`config.mk`:
```
export PLATFORM = sky130hd
export DESIGN_NAME = gpr_mport
export DESIGN_NICKNAME = d
export VERILOG_FILES = /design/src/rtl/gpr_mport_pkg.sv /design/src/rtl/gpr_mport_wr_arb.sv /design/src/rtl/gpr_mport.sv
export SDC_FILE = /design/constraint.sdc
export NUM_CORES = 2
export LEC_CHECK = 0
export ABC_AREA = 0
export BUFFER_PORTS_ARGS = -buffer_cell sky130_fd_sc_hd__buf_2
export CORE_MARGIN = 2
export CORE_UTILIZATION = 27
export CTS_CLUSTER_DIAMETER = 150
export DETAILED_ROUTE_END_ITERATION = 16
export MAX_ROUTING_LAYER = met4
export PLACE_DENSITY_LB_ADDON = 0.15
export SYNTH_ARGS = -nofsm -noshare
export SYNTH_HDL_FRONTEND = slang
export SYNTH_SLANG_ARGS = --single-unit
export TNS_END_PERCENT = 50
```
`constraint.sdc`:
```
create_clock -name clk -period 8.9 [get_ports clk]
set_input_delay 1.78 -clock clk [delete_from_list [all_inputs] [get_ports clk]]
set_output_delay 1.78 -clock clk [all_outputs]
set_load 0.02 [all_outputs]
```
`src/rtl/gpr_mport_pkg.sv`:
```
// Shared types for the multi-port GPR file.
// Holds the clear/run sequencer state encoding.
package gpr_mport_pkg;

  typedef enum logic {
    ST_CLEAR = 1'b0,
    ST_RUN   = 1'b1
  } gpr_state_e;

endpackage

```
`src/rtl/gpr_mport_wr_arb.sv`:
```
// Write-port arbiter: per-address merge, highest port index wins.
// Ports: wr_en/wr_adr in; win_en (one winner per address), conflict out.
module gpr_mport_wr_arb #(
  parameter int ADDR_W  = 5,
  parameter int NUM_WR  = 2,
  parameter int R0_ZERO = 1
) (
  input  logic [NUM_WR-1:0]        wr_en,
  input  logic [NUM_WR*ADDR_W-1:0] wr_adr,
  output logic [NUM_WR-1:0]        win_en,
  output logic                     conflict
);

  logic [NUM_WR-1:0] live;

  // Writes to r0 are discarded before arbitration so they never
  // collide with anything.
  always_comb begin
    live     = '0;
    win_en   = '0;
    conflict = 1'b0;
    for (int i = 0; i < NUM_WR; i++) begin
      live[i] = wr_en[i];
      if (R0_ZERO != 0 &&
          wr_adr[i*ADDR_W +: ADDR_W] == '0)
        live[i] = 1'b0;
    end
    for (int i = 0; i < NUM_WR; i++) begin
      win_en[i] = live[i];
      for (int j = i + 1; j < NUM_WR; j++) begin
        if (live[i] && live[j] &&
            wr_adr[i*ADDR_W +: ADDR_W] ==
            wr_adr[j*ADDR_W +: ADDR_W]) begin
          win_en[i] = 1'b0;
          conflict  = 1'b1;
        end
      end
    end
  end

endmodule

```
`src/rtl/gpr_mport.sv`:
```
// Parametrised multi-port GPR file with bypass, hard r0, clear sequencer.
// Ports: clk, reset, power pins, rd_adr/rd_dat, wr_en/adr/dat, ready, wr_conflict.
module gpr_mport
  import gpr_mport_pkg::*;
#(
  parameter int DATA_W   = 32,
  parameter int ADDR_W   = 5,
  parameter int NUM_RD   = 3,
  parameter int NUM_WR   = 2,
  parameter int R0_ZERO  = 1,
  parameter int RD_REG   = 0,
  parameter int BYPASS   = 1,
  parameter int INIT_CLR = 1
) (
  input  logic                     clk,
  input  logic                     reset,
  inout  wire                      vccd1,
  inout  wire                      vssd1,
  input  logic [NUM_RD*ADDR_W-1:0] rd_adr,
  output logic [NUM_RD*DATA_W-1:0] rd_dat,
  input  logic [NUM_WR-1:0]        wr_en,
  input  logic [NUM_WR*ADDR_W-1:0] wr_adr,
  input  logic [NUM_WR*DATA_W-1:0] wr_dat,
  output logic                     ready,
  output logic                     wr_conflict
);

  localparam int DEPTH = 1 << ADDR_W;
  localparam logic [ADDR_W-1:0] LAST =
    ADDR_W'(DEPTH - 1);

  logic unused_pwr;
  assign unused_pwr = vccd1 ^ vssd1;

  gpr_state_e        state;
  gpr_state_e        state_nxt;
  logic [ADDR_W-1:0] clr_idx;
  logic              clr_we;
  logic              run;

  logic [DATA_W-1:0] mem [DEPTH];

  logic [NUM_WR-1:0] win_en;
  logic [NUM_WR-1:0] we;
  logic              conflict;

  logic [NUM_RD*DATA_W-1:0] rd_nxt;

  assign run   = (state == ST_RUN);
  assign ready = run;

  always_ff @(posedge clk) begin
    if (reset) begin
      state   <= ST_CLEAR;
      clr_idx <= '0;
    end else begin
      state <= state_nxt;
      if (clr_we)
        clr_idx <= clr_idx + 1'b1;
    end
  end

  always_comb begin
    state_nxt = state;
    clr_we    = 1'b0;
    unique case (state)
      ST_CLEAR: begin
        if (INIT_CLR != 0) begin
          clr_we = 1'b1;
          if (clr_idx == LAST)
            state_nxt = ST_RUN;
        end else begin
          state_nxt = ST_RUN;
        end
      end
      ST_RUN: state_nxt = ST_RUN;
      default: state_nxt = ST_CLEAR;
    endcase
  end

  gpr_mport_wr_arb #(
    .ADDR_W  (ADDR_W),
    .NUM_WR  (NUM_WR),
    .R0_ZERO (R0_ZERO)
  ) u_arb (
    .wr_en    (wr_en),
    .wr_adr   (wr_adr),
    .win_en   (win_en),
    .conflict (conflict)
  );

  // Writes are only honoured once the clear sequence has finished.
  assign we = run ? win_en : '0;

  // Winners are unique per address, so loop order is irrelevant.
  always_ff @(posedge clk) begin
    if (clr_we)
      mem[clr_idx] <= '0;
    for (int i = 0; i < NUM_WR; i++) begin
      if (we[i])
        mem[wr_adr[i*ADDR_W +: ADDR_W]] <=
          wr_dat[i*DATA_W +: DATA_W];
    end
  end

  always_ff @(posedge clk) begin
    if (reset)
      wr_conflict <= 1'b0;
    else
      wr_conflict <= run & conflict;
  end

  // With bypass on, this is the post-write view of the entry, which
  // is also exactly what the registered read path must capture.
  always_comb begin
    logic [ADDR_W-1:0] a;
    logic [DATA_W-1:0] v;
    rd_nxt = '0;
    a      = '0;
    v      = '0;
    for (int p = 0; p < NUM_RD; p++) begin
      a = rd_adr[p*ADDR_W +: ADDR_W];
      v = mem[a];
      if (BYPASS != 0) begin
        for (int i = 0; i < NUM_WR; i++) begin
          if (we[i] &&
              wr_adr[i*ADDR_W +: ADDR_W] == a)
            v = wr_dat[i*DATA_W +: DATA_W];
        end
      end
      if (R0_ZERO != 0 && a == '0)
        v = '0;
      if (!run)
        v = '0;
      rd_nxt[p*DATA_W +: DATA_W] = v;
    end
  end

  generate
    if (RD_REG != 0) begin : g_rd_reg
      logic [NUM_RD*DATA_W-1:0] rd_q;
      always_ff @(posedge clk) begin
        if (reset)
          rd_q <= '0;
        else
          rd_q <= rd_nxt;
      end
      assign rd_dat = rd_q;
    end else begin : g_rd_comb
      assign rd_dat = rd_nxt;
    end
  endgenerate

endmodule

```
# Yosys cells after proc, flatten, opt, wreduce, memory -nomap -nowiden
# Memories as Yosys holds them, arrays and structs flattened.
# Cells that the tools add are included.
[word_totals] regBits=7 ram_bits=1024 inputBits=93 output_inout_bits=100 wordCells=56 memories=1
[op_classes] add_sub_neg=1 n_eq_ne=8 n_mux=27 bitwise_logic=2 reduce_logical=14
[memory_table] name="mem" words=32 word_bits=32 read_ports=3 rd_ports_with_merged_regs=0 wr=2 line="gpr_mport.sv:41" rtl="logic [DATA_W-1:0] mem [DEPTH];"
[op_table] op="$mux 32" count=13
[op_table] op="$eq 5x5->1" count=7
[op_table] op="$reduce_or 32->1" count=1
[op_table] op="$logic_not 5->1" count=5
[op_table] op="$mux 1" count=11
[op_table] op="$logic_and 1x1->1" count=8
[op_table] op="$add 5x1->5 const B" count=1
[op_table] op="$eq 5x5->1 const B" count=1
[op_table] op="$mux 5" count=1
[op_table] op="$mux 2" count=1
[op_table] op="$pmux 1 s2" count=1
[op_table] op="$and 1x1->1" count=1
[op_table] op="$not 1->1" count=1

# Logic depth before layout (Yosys ltp)
[logic_depth] ltp_word=11 mapped_depth=11 ltp_nobuf=6

# By module
# A second synthesis with hierarchy kept.
[hier_totals] cells_unflattened=6201 area_unflattened_um2=68766.0
[modules_own_cells] module="gpr_mport" n_inst=1 cells_per_inst=6188 area_each_um2=68655.8 seq_area_each_um2=30889.6
[modules_own_cells] module="gpr_mport_wr_arb" n_inst=1 cells_per_inst=13 area_each_um2=110.1 seq_area_each_um2=0.0

# Worst setup path after synthesis
# OpenSTA, ideal clock, no wires.
[synth_timing] path_kind="input port to output port" start="in rd_adr[0]" end="out rd_dat[21]" arrival_ps=4070 required_time_ps=7120 setup_slack_ps=3050 stages=7 path_buffers=2 cell_sequence="buf_2 -> buf_1 -> mux4_2 -> a22o_1 -> a221o_1 -> a222oi_1 -> o21ai_0"
[synth_via] elab_chain_cells=6 word_cells_on_any_way=10 classes_between="2 x eq/ne; 4 x mux; 3 x reduce/logical; 1 x memory"
[synth_rtl] element="start, declared" line="gpr_mport.sv:19" rtl="input logic [NUM_RD*ADDR_W-1:0] rd_adr,"
[synth_rtl] element="parallel branches: the longest is 4 deep, another holds $mem_v2 32x32"
[synth_rtl] element="$mux 32 (*)" line="gpr_mport.sv:131" rtl="if (R0_ZERO != 0 && a == '0)"
[synth_rtl] element="$mux 32 (*)" line="gpr_mport.sv:133" rtl="if (!run)"
[synth_rtl] element="end, declared" line="gpr_mport.sv:20" rtl="output logic [NUM_RD*DATA_W-1:0] rd_dat,"
# Mark *: on every way between the ends.

# Worst setup path in the final report
[layout_timing] start="in rd_adr[2]" end="out rd_dat[16]"
# Same word-level chain as after synthesis.

==> results.json <==
{
  "placed_area_mm2": 0.07283,
  "cts_htree_levels": 4,
  "syn2layout_area_growth_pct": 12.37,
  "start_kind": "primary input",
  "cts_buffer_depth": 3,
  "leakage_nw": 24.37,
  "slew_violations": 0,
  "drive_gt1_share_pct": 20.52,
  "synth_nets": 6120,
  "synth_area_mm2": 0.06837,
  "synth_seq_cells": 1031,
  "slowest_stage": "o21ai_0",
  "crit_arrival_ns": 5.52,
  "synthFlopType": "edfxtp_1",
  "yosysSeqAreaShare_pct": 45.18,
  "hold_path_end": "clr_idx[1]",
  "fin_nets": 5848,
  "place_congestion": 0.9134,
  "synth_common_cells": "nand2_1 (1,232), edfxtp_1 (1,024), o21ai_0 (1,020)",
  "dieArea_mm2": 0.2573,
  "untimed_endpoints": 2,
  "worst-r2r-cell-count": 6,
  "finalSetupViolations": 0,
  "grt_max_degree": 95,
  "stdcell_area_mm2": 0.07683,
  "grt_antenna_before_repair": 42,
  "vias": 53385,
  "yosys_warnings": 0,
  "io-pin-count": 193,
  "min_period_ns": 7.302,
  "async_reset_ff_share_pct": 0,
  "clk_pin_slew_ns": 0.06,
  "critical_path.top_delay_family": "compound AO/OA/AOI/OAI gates",
  "clock-sinks": 1031,
  "clk_latency_ns": 0.79,
  "wl_per_cell_um": 34.43,
  "avgSynthCellArea_um2": 11.35,
  "die_w_um": 507.2,
  "outcome": "finished, final reports clean",
  "power_density_mw_per_mm2": 154.4,
  "post-route-period-util_pct": 82.04,
  "drc": 0,
  "crit_path_end_kind": "primary output",
  "clock.fmax_mhz": 137.0,
  "fin_skew_ns": 0.02569,
  "crit_required_ns": 7.12,
  "regToRegSetupSlack_ns": 4.20,
  "fin_setup_tns_ns": 0,
  "cts_root_buffer": "clkbuf_16",
  "reg2reg_from": "ready",
  "synth_area_leaders": "edfxtp_1 (45%), mux4_2 (19%), mux2i_1 (7.5%), o21ai_0 (7.5%), nand2_1 (6.8%)",
  "hold_buffers": 0,
  "postSynthCellCount": 6023,
  "grt_pass1_vias": 51887,
  "drtIter0Drc": 5778,
  "crit_path_max_incr_delay_ns": 1.08,
  "synth_top_area_share_pct": 44.98,
  "postCtsSetupBuffers": 0,
  "grt-ovfl-total": 0,
  "start_util_pct": 27.17,
  "grt_pass1_wl_mm": 432.4,
  "layout_setup_ws_ns": 1.598,
  "cts_buffers": 130,
  "drt-total-wl_mm": 317.8,
  "drt-pass1-iter-count": 7,
  "hp-class": "flip-flop to flip-flop",
  "synth_cell_types": 53,
  "detail-route-antenna-nets": 0,
  "hpwl_mm": 187.2,
  "cts_resized": 0,
  "via_per_inst": 5.784,
  "fp-row-count": 184,
  "path_buf_inv": 3,
  "hold_start": "clr_idx[1]",
  "tightest_slew_ns": 1.389,
  "final_util_pct": 30.53,
  "route.top_layer_used": "met4",
  "total_power_w": 0.01187,
  "coreArea_mm2": 0.2516,
  "hold_path_depth": 2,
  "relSlewSlack_pct": 7.175,
  "r2r_end": "mem[11][9]",
  "met1Wirelength_mm": 125.0,
  "vdd_drop_max_mv": 0.1538,
  "critPathKind": "primary input to primary output",
  "rsz0062_at_grt": "no",
  "crit_fanout": 50,
  "track_usage_pct": 24.86,
  "synth.most_common_cell": "nand2_1",
  "hold_viol_final": 0,
  "route.met2.wl_mm": 152.9,
  "wl_met3_mm": 20.13,
  "pre_cts_slack_ns": 1.762,
  "io_buffers": 190,
  "cp_cell_sequence": "buf_8 -> nand2_4 -> buf_4 -> o221ai_1 -> nand2_1 -> nand2_1 -> o221ai_1 -> o21ai_0 -> buf_2",
  "die_height_um": 507.2,
  "cts_tree": "done",
  "synth-edff-count": 1024,
  "yosys.area.top_type": "edfxtp_1",
  "maxCapViolCount": 0
}
## how the worst max path moves through the flow
| stage | start | to | depth (start not counted) |
|---|---|---|---|
| global route | rd_adr[0] | rd_dat[22] | 9 |
| finish | rd_adr[2] | rd_dat[16] | 9 |
| global placement | wr_adr[9] | rd_dat[36] | 10 |
| detailed placement | wr_adr[9] | rd_dat[43] | 10 |
| CTS | wr_adr[9] | rd_dat[43] | 10 |
| floorplan | rd_adr[0] | rd_dat[21] | 7 |
## per-layer routing
| layer | up-vias | GRT usage (%) |
|---|---|---|
| met4 | 0 | 14.82 |
| met2 | 2530 | 39.77 |
| met3 | 707 | 3.441 |
| met5 | - | - |
| met1 | 27155 | 29.90 |
| li1 | 22993 | - |
## through the flow
| stage | hold WS (ns) | instances |
|---|---|---|
| finish | 0.5788 | 9229 |
| CTS | 0.5763 | 9190 |
| detailed placement | 0.5640 | 8966 |
| floorplan | 0.5205 | 6023 |
| global route | 0.6155 | 9225 |
| global placement | 0.5640 | 8966 |
## report_power, final
part | total [W] | internal [W] | leakage (nW) | switching (W)
clock | 0.00511 | 0.00289 | 1.90 | 0.00222
combinational | 0.00140 | 0.000503 | 13.8 | 0.000896
sequential | 0.00536 | 0.00533 | 8.67 | 0.0000333
## registers in the layout, summed over array words and instances, names as in the netlist
| register | count |
|---|---|
| ready | 1 |
| wr_conflict | 1 |
| mem | 1024 |
| clr_idx | 5 |
## cells in the final DEF, fill, tap and decap left out, types with 73 or more instances in the layout
cell / instances
o221ai_1: 224
o21ai_0: 1019
clkbuf_16: 136
mux2i_1: 514
nand3_1: 73
edfxtp_1: 1024
nand2_1: 1229
mux4_2: 576
buf_2: 181
o22ai_1: 128
buf_4: 154
## layout make-up
class	instances	area [um^2]
Fill cell	25185	174800
Multi-Input combinational cell	4186	35080
Sequential cell	1031	30890
Tap cell	3348	4189
Clock buffer	171	3565
Timing Repair Buffer	360	2515
Clock inverter	53	331.6
Inverter	42	157.7
Antenna cell	38	95.09
## kinds of logic after synthesis
group           synth area share, %
fa+ha+maj                   0.03660
compound gates                15.06
simple gates                  8.005
xor+xnor                     0.4868
mux                           26.50
flops                         45.18
buf+inv                       4.727
## worst reg2reg max path: cells and delay by family (launching register included)
kind,cells,cell delay (ns)
compound gates,4,2.69
buf+inv,1,0.60
simple gates,1,0.21
flops,1,0.83
(Power assumes the default switching activity.)
